`src/rtl/encoded_bus_mux.sv`:
```
// Encoded bus multiplexer: grants the lowest-index requesting source onto a
// registered bus, reports the encoded index of the granted source, and keeps
// conflict status (live flag, sticky flag, saturating event counter) for
// cycles where more than one source requested the bus.
//
// Every output comes straight from a flop. There is no combinational path
// from any input to any output. The only asynchronous input is clear.
module encoded_bus_mux #(
  parameter int WIDTH     = 32,
  parameter int NUM_SRC   = 24,  // 2..32
  parameter int SEL_W     = 5,   // 2**SEL_W must be >= NUM_SRC
  parameter bit IDLE_ZERO = 1'b1 // 1: bus returns to zero when idle, 0: bus keeps its last value
) (
  input  logic                     clock,
  input  logic                     clear,
  input  logic [NUM_SRC*WIDTH-1:0] src_in,
  input  logic [NUM_SRC-1:0]       src_out,
  input  logic                     hold,
  input  logic                     clr_err,
  output logic [WIDTH-1:0]         bus_out,
  output logic                     bus_valid,
  output logic [SEL_W-1:0]         sel_code,
  output logic                     conflict,
  output logic                     conflict_sticky,
  output logic [7:0]               conflict_cnt
);

  localparam logic [7:0] CNT_MAX = 8'hFF;

  // Registered state
  logic [WIDTH-1:0] bus_out_q,         bus_out_d;
  logic             bus_valid_q,       bus_valid_d;
  logic [SEL_W-1:0] sel_code_q,        sel_code_d;
  logic             conflict_q,        conflict_d;
  logic             conflict_sticky_q, conflict_sticky_d;
  logic [7:0]       conflict_cnt_q,    conflict_cnt_d;

  // Grant decode results
  logic             grant_any;
  logic [SEL_W-1:0] grant_idx;
  logic [WIDTH-1:0] grant_data;
  logic             multi_req;

  // Priority encode: the loop runs from the top index down, so the last match
  // it records is the lowest set request bit. Request bits at or above
  // NUM_SRC do not exist, so the index never exceeds NUM_SRC-1.
  always_comb begin
    grant_any  = 1'b0;
    grant_idx  = '0;
    grant_data = '0;
    for (int k = NUM_SRC - 1; k >= 0; k--) begin
      if (src_out[k]) begin
        grant_any  = 1'b1;
        grant_idx  = SEL_W'(k);
        grant_data = src_in[k*WIDTH +: WIDTH];
      end
    end
  end

  // Two or more requests: clearing the lowest set bit still leaves a bit set.
  always_comb begin
    multi_req = |(src_out & (src_out - NUM_SRC'(1)));
  end

  // Next state for the bus and the conflict status. Hold freezes everything
  // except the conflict-status clear.
  always_comb begin
    bus_out_d         = bus_out_q;
    bus_valid_d       = bus_valid_q;
    sel_code_d        = sel_code_q;
    conflict_d        = conflict_q;
    conflict_sticky_d = conflict_sticky_q;
    conflict_cnt_d    = conflict_cnt_q;

    if (!hold) begin
      bus_valid_d = grant_any;
      conflict_d  = multi_req;
      if (grant_any) begin
        bus_out_d  = grant_data;
        sel_code_d = grant_idx;
      end else if (IDLE_ZERO) begin
        bus_out_d  = '0;
        sel_code_d = '0;
      end
    end

    // A clear wipes the status. A conflict in the same cycle is then counted
    // on top of the cleared value, so the new event survives the clear.
    if (clr_err) begin
      conflict_sticky_d = 1'b0;
      conflict_cnt_d    = '0;
    end
    if (!hold && multi_req) begin
      conflict_sticky_d = 1'b1;
      if (conflict_cnt_d != CNT_MAX) begin
        conflict_cnt_d = conflict_cnt_d + 8'd1;
      end
    end
  end

  // State registers. An active clear drops any pending sample immediately.
  always_ff @(posedge clock or negedge clear) begin
    if (!clear) begin
      bus_out_q         <= '0;
      bus_valid_q       <= 1'b0;
      sel_code_q        <= '0;
      conflict_q        <= 1'b0;
      conflict_sticky_q <= 1'b0;
      conflict_cnt_q    <= '0;
    end else begin
      bus_out_q         <= bus_out_d;
      bus_valid_q       <= bus_valid_d;
      sel_code_q        <= sel_code_d;
      conflict_q        <= conflict_d;
      conflict_sticky_q <= conflict_sticky_d;
      conflict_cnt_q    <= conflict_cnt_d;
    end
  end

  assign bus_out         = bus_out_q;
  assign bus_valid       = bus_valid_q;
  assign sel_code        = sel_code_q;
  assign conflict        = conflict_q;
  assign conflict_sticky = conflict_sticky_q;
  assign conflict_cnt    = conflict_cnt_q;

endmodule
```
`config.mk`:
```
export PLATFORM = sky130hd
export DESIGN_NAME = encoded_bus_mux
export DESIGN_NICKNAME = d
export VERILOG_FILES = /design/src/rtl/encoded_bus_mux.sv
export SDC_FILE = /design/constraint.sdc
export NUM_CORES = 1
export LEC_CHECK = 0
export ABC_AREA = 0
export CORE_AREA = 2 2 325 327
export CTS_CLUSTER_DIAMETER = 80
export DETAILED_ROUTE_END_ITERATION = 7
export DIE_AREA = 0 0 327 329
export PLACE_DENSITY_LB_ADDON = 0.15
export SYNTH_ARGS = -nofsm -noshare
export SYNTH_HDL_FRONTEND = slang
export SYNTH_SLANG_ARGS = --single-unit
```
`constraint.sdc`:
```
create_clock -name clock -period 2.8 [get_ports clock]
set_clock_uncertainty 0.2 [all_clocks]
set_input_delay 0.56 -clock clock [delete_from_list [all_inputs] [get_ports clock]]
set_output_delay 0.56 -clock clock [all_outputs]
set_load 0.05 [all_outputs]
```
==> reports/results.tsv <==
stage	metric	value	unit
run_status	status	complete, but fails checks	
run_status	violated checks	setup timing	
clocking	Max clock buf depth	2	
drt	Detail Route Antenna Nets	0	
clocking	H-tree depth	2	
synth	Synth Area in XOR/XNOR	0.200	%
power_and_ir_drop	P_leak	7.93	nW
synth	main combinational cell family by area after synthesis	compound AO/OA/AOI/OAI gates	
timing	setup ws final	-0.116	ns
grt	initial antenna violation count	37	
worst_hold_path	Worst Hold Launch	bus_valid	
timing	RSZ-0062 raised after global routing	true	
worst_setup_path	reg-to-reg slack, setup	0.48	ns
grt	vias in the first global route	16500	
power_and_ir_drop	peak supply drop	0.193	mV
timing	Fmax achieved	343	MHz
drt	DR top layer	met5	
timing	Hold Fails Final Rpt	0	
timing	Slew Limit Fails	0	
clocking	Root Buffer	clkbuf_16	
synth	simple-gate share of the synthesized area	17.6	%
floorplan	floorplan die height	329	um
worst_setup_path	critical path class	primary input to register	
synth	Synth Flop Type	dfrtp_1	
floorplan	row count	119	
worst_setup_path	CP startpoint kind	primary input	
synth	synth warn	0	
synth	Synth Area per Inst	6.38	sq um
worst_setup_path	crit path DAT	2.92	ns
floorplan	core area	104000	sq um
synth	sequential fraction of the synthesis area	13.7	%
timing	Slew headroom	31.5	%
clocking	TritonCTS clock tree	done	
drt	DRT iter0 DRCs	1034	
synth	Post-Syn Nets	2166	
worst_hold_path	HP Class	register to register	
timing	# setup viols final	8	
grt	global-route wire length before repair	136000	um
synth	Adder-Cell Fraction of Synth Area	0.143	%
synth	Synth Area in Compound Gates	56.3	%
clocking	Num CTS Buffers	5	
worst_setup_path	worst r2r dst	conflict_cnt[1]	
finish	Final nets	3116	
synth	fraction of registers with async set/reset	100	%
drt	total number of vias	15900	
synth	post-synthesis cell count	1369	
floorplan	full die area	108000	sq um
power_and_ir_drop	pwr/cell area	234	nW/um^2
finish	fraction of layout cells with a size suffix above 1	17.8	%
clocking	Sink Count	48	
placed_design	DP Worst Slack	-1.50	ns
drt	Via density	4.26	
timing	Setup TNS Final	-0.568	ns
floorplan	Initial Utilization	8.37	%
worst_setup_path	Reg-to-Reg Start	conflict_cnt[0]	
worst_setup_path	Crit path required time	2.81	ns
power_and_ir_drop	Final Power	0.00507	W
synth	EDFF count, synth	0	
grt	gr ovfl total	0	
timing	part of the cycle the worst path needs	104	%
drt	met2 wire length	50700	um
drt	routed len/inst	27.8	um
worst_setup_path	reg2reg path depth	7	
placed_design	DP HPWL	87200	um
placed_design	placer congestion estimate	0.880	
timing	measured slew at the worst slew-check pin	1.03	ns
synth	Mapped Area	8740	sq um
floorplan	Die W	327	um
clocking	Clock Pin Slew Worst Setup and Hold Paths	0.08	ns
clocking	clk_lat worst skew	0.31	ns
finish	Final Cell Area	21700	sq um
drt	WL final	104000	um
floorplan	I/O Pins	844	
drt	met3 wire length	6410	um
worst_hold_path	Hold Crit Depth	2	
worst_setup_path	Worst Path Max Fanout	6	
placed_design	Port-buffer cells	843	
grt	pin count of the biggest net entering global routing	69	
synth	flops & latches, synth	48	
finish	Layout area overhead	148	%
worst_hold_path	WHS Endpoint	bus_valid	
drt	first-pass iteration count of the detailed router	6	
synth	post-synthesis mux area share	0.616	%
placed_design	placed instance area	20400	sq um
drt	DRC violations left	0	
worst_setup_path	crit end category	register	
grt	GR Util All Layers	18.1	%
synth	post-synth cell types	52	
timing	fin crit period	2.92	ns
timing	hold slack	0.289	ns
flow_run	MaxCap Viol Count	0	
drt	M1 WL	44400	um
-- kinds of logic after synthesis --
group           after synthesis
compound gates              734
xor+xnor                      2
fa+ha+maj                     1
buf+inv                     265
flops                        48
mux                           5
simple gates                314
-- Yosys cell counts (all sizes together) (2+ instances only) --
cell type / count / area, sq um
a21oi: 219 / 1100
clkbuf: 141 / 529
a221oi: 140 / 1230
inv: 109 / 409
o21ai: 90 / 450
o22ai: 84 / 526
nand2: 79 / 297
nor2: 73 / 274
nor2b: 50 / 313
dfrtp: 48 / 1200
nor3: 41 / 221
o31ai: 39 / 293
o221ai: 31 / 272
nand3: 27 / 135
a22oi: 19 / 143
o311ai: 19 / 166
o31a: 19 / 166
o21a: 18 / 135
a31oi: 15 / 93.8
buf: 15 / 56.3
a211oi: 14 / 105
nand4: 14 / 87.6
a221o: 13 / 130
nand2b: 9 / 56.3
nor4: 8 / 65.1
or2: 5 / 31.3
mux2: 3 / 33.8
or4: 3 / 22.5
a2111oi: 2 / 17.5
a21o: 2 / 15.0
a31o: 2 / 17.5
and3: 2 / 12.5
mux2i: 2 / 20.0
o21bai: 2 / 15.0
-- how the worst max path moves through the flow --
stage,start,to,slack [ns],depth (start not counted)
global placement,src_out[23],bus_out[1],-1.50,11
global route,src_out[8],conflict_cnt[0],-0.16,11
floorplan,src_out[8],conflict_cnt[1],-0.22,8
finish,src_out[0],conflict_cnt[1],-0.12,10
detailed placement,src_out[23],bus_out[1],-1.50,11
CTS,src_out[4],conflict_cnt[1],-0.31,10
-- sequential cells by signal, indices dropped and copies added, names as in the netlist --
name,flops
conflict,1
conflict_cnt,8
bus_out,32
conflict_sticky,1
sel_code,5
bus_valid,1
-- placed cells by master, fill, tap and decap left out, drive strengths merged, types with 48 or more instances in the layout --
cell type | synthesis | layout
o22ai | 84 | 84
dfrtp | 48 | 48
a221oi | 140 | 140
nor2 | 73 | 73
clkdlybuf4s50 | 0 | 814
nand2 | 79 | 79
inv | 109 | 109
nor2b | 50 | 50
buf | 15 | 275
a21oi | 219 | 219
o21ai | 90 | 90
-- power by group --
part	switching (W)	internal, W
combinational	0.00168	0.00177
clock	0.000367	0.000428
sequential	0.0000677	0.000761
-- final cells by class --
type / instances / area (sq um)
Antenna cell: 12 / 30.0
Clock buffer: 5 / 125
Clock inverter: 3 / 46.3
Fill cell: 11700 / 82700
Inverter: 109 / 410
Multi-Input combinational cell: 1056 / 7330
Sequential cell: 48 / 1200
Tap cell: 1391 / 1740
Timing Repair Buffer: 1099 / 10800
-- routing by layer --
metal | up-vias | track usage (%)
met4 | 10 | 3.63
met2 | 748 | 31.5
li1 | 7266 | -
met3 | 82 | 3.24
met5 | - | 0
met1 | 7767 | 23.2
-- through the flow --
step | util, % | cells
2_1_floorplan | - | 1369
4_1_cts | 20.2 | 3703
6_report | 20.8 | 3723
3_3_place_gp | 19.6 | 3686
3_5_place_dp | 19.6 | 3686
5_1_grt | 20.8 | 3721
-- critical path, stage by stage --
cell      delay (ns)
buf_6           0.10
or4_4           0.57
nor3_4          0.28
buf_6           0.15
nand2_4         0.04
a2111o_1        0.44
nor4_4          0.17
buf_6           0.20
nor3_4          0.07
mux2_4          0.32
-- repair_timing --
action,4_1_cts,5_1_grt
cloned,0,2
pin swaps,54,51
hold buffers,1,0
endpoints found under the setup margin,45,40
hold endpoints to repair,17,0
gates resized for setup,140,93
setup buffers,9,6
Power figures use the tool's default switching activity.
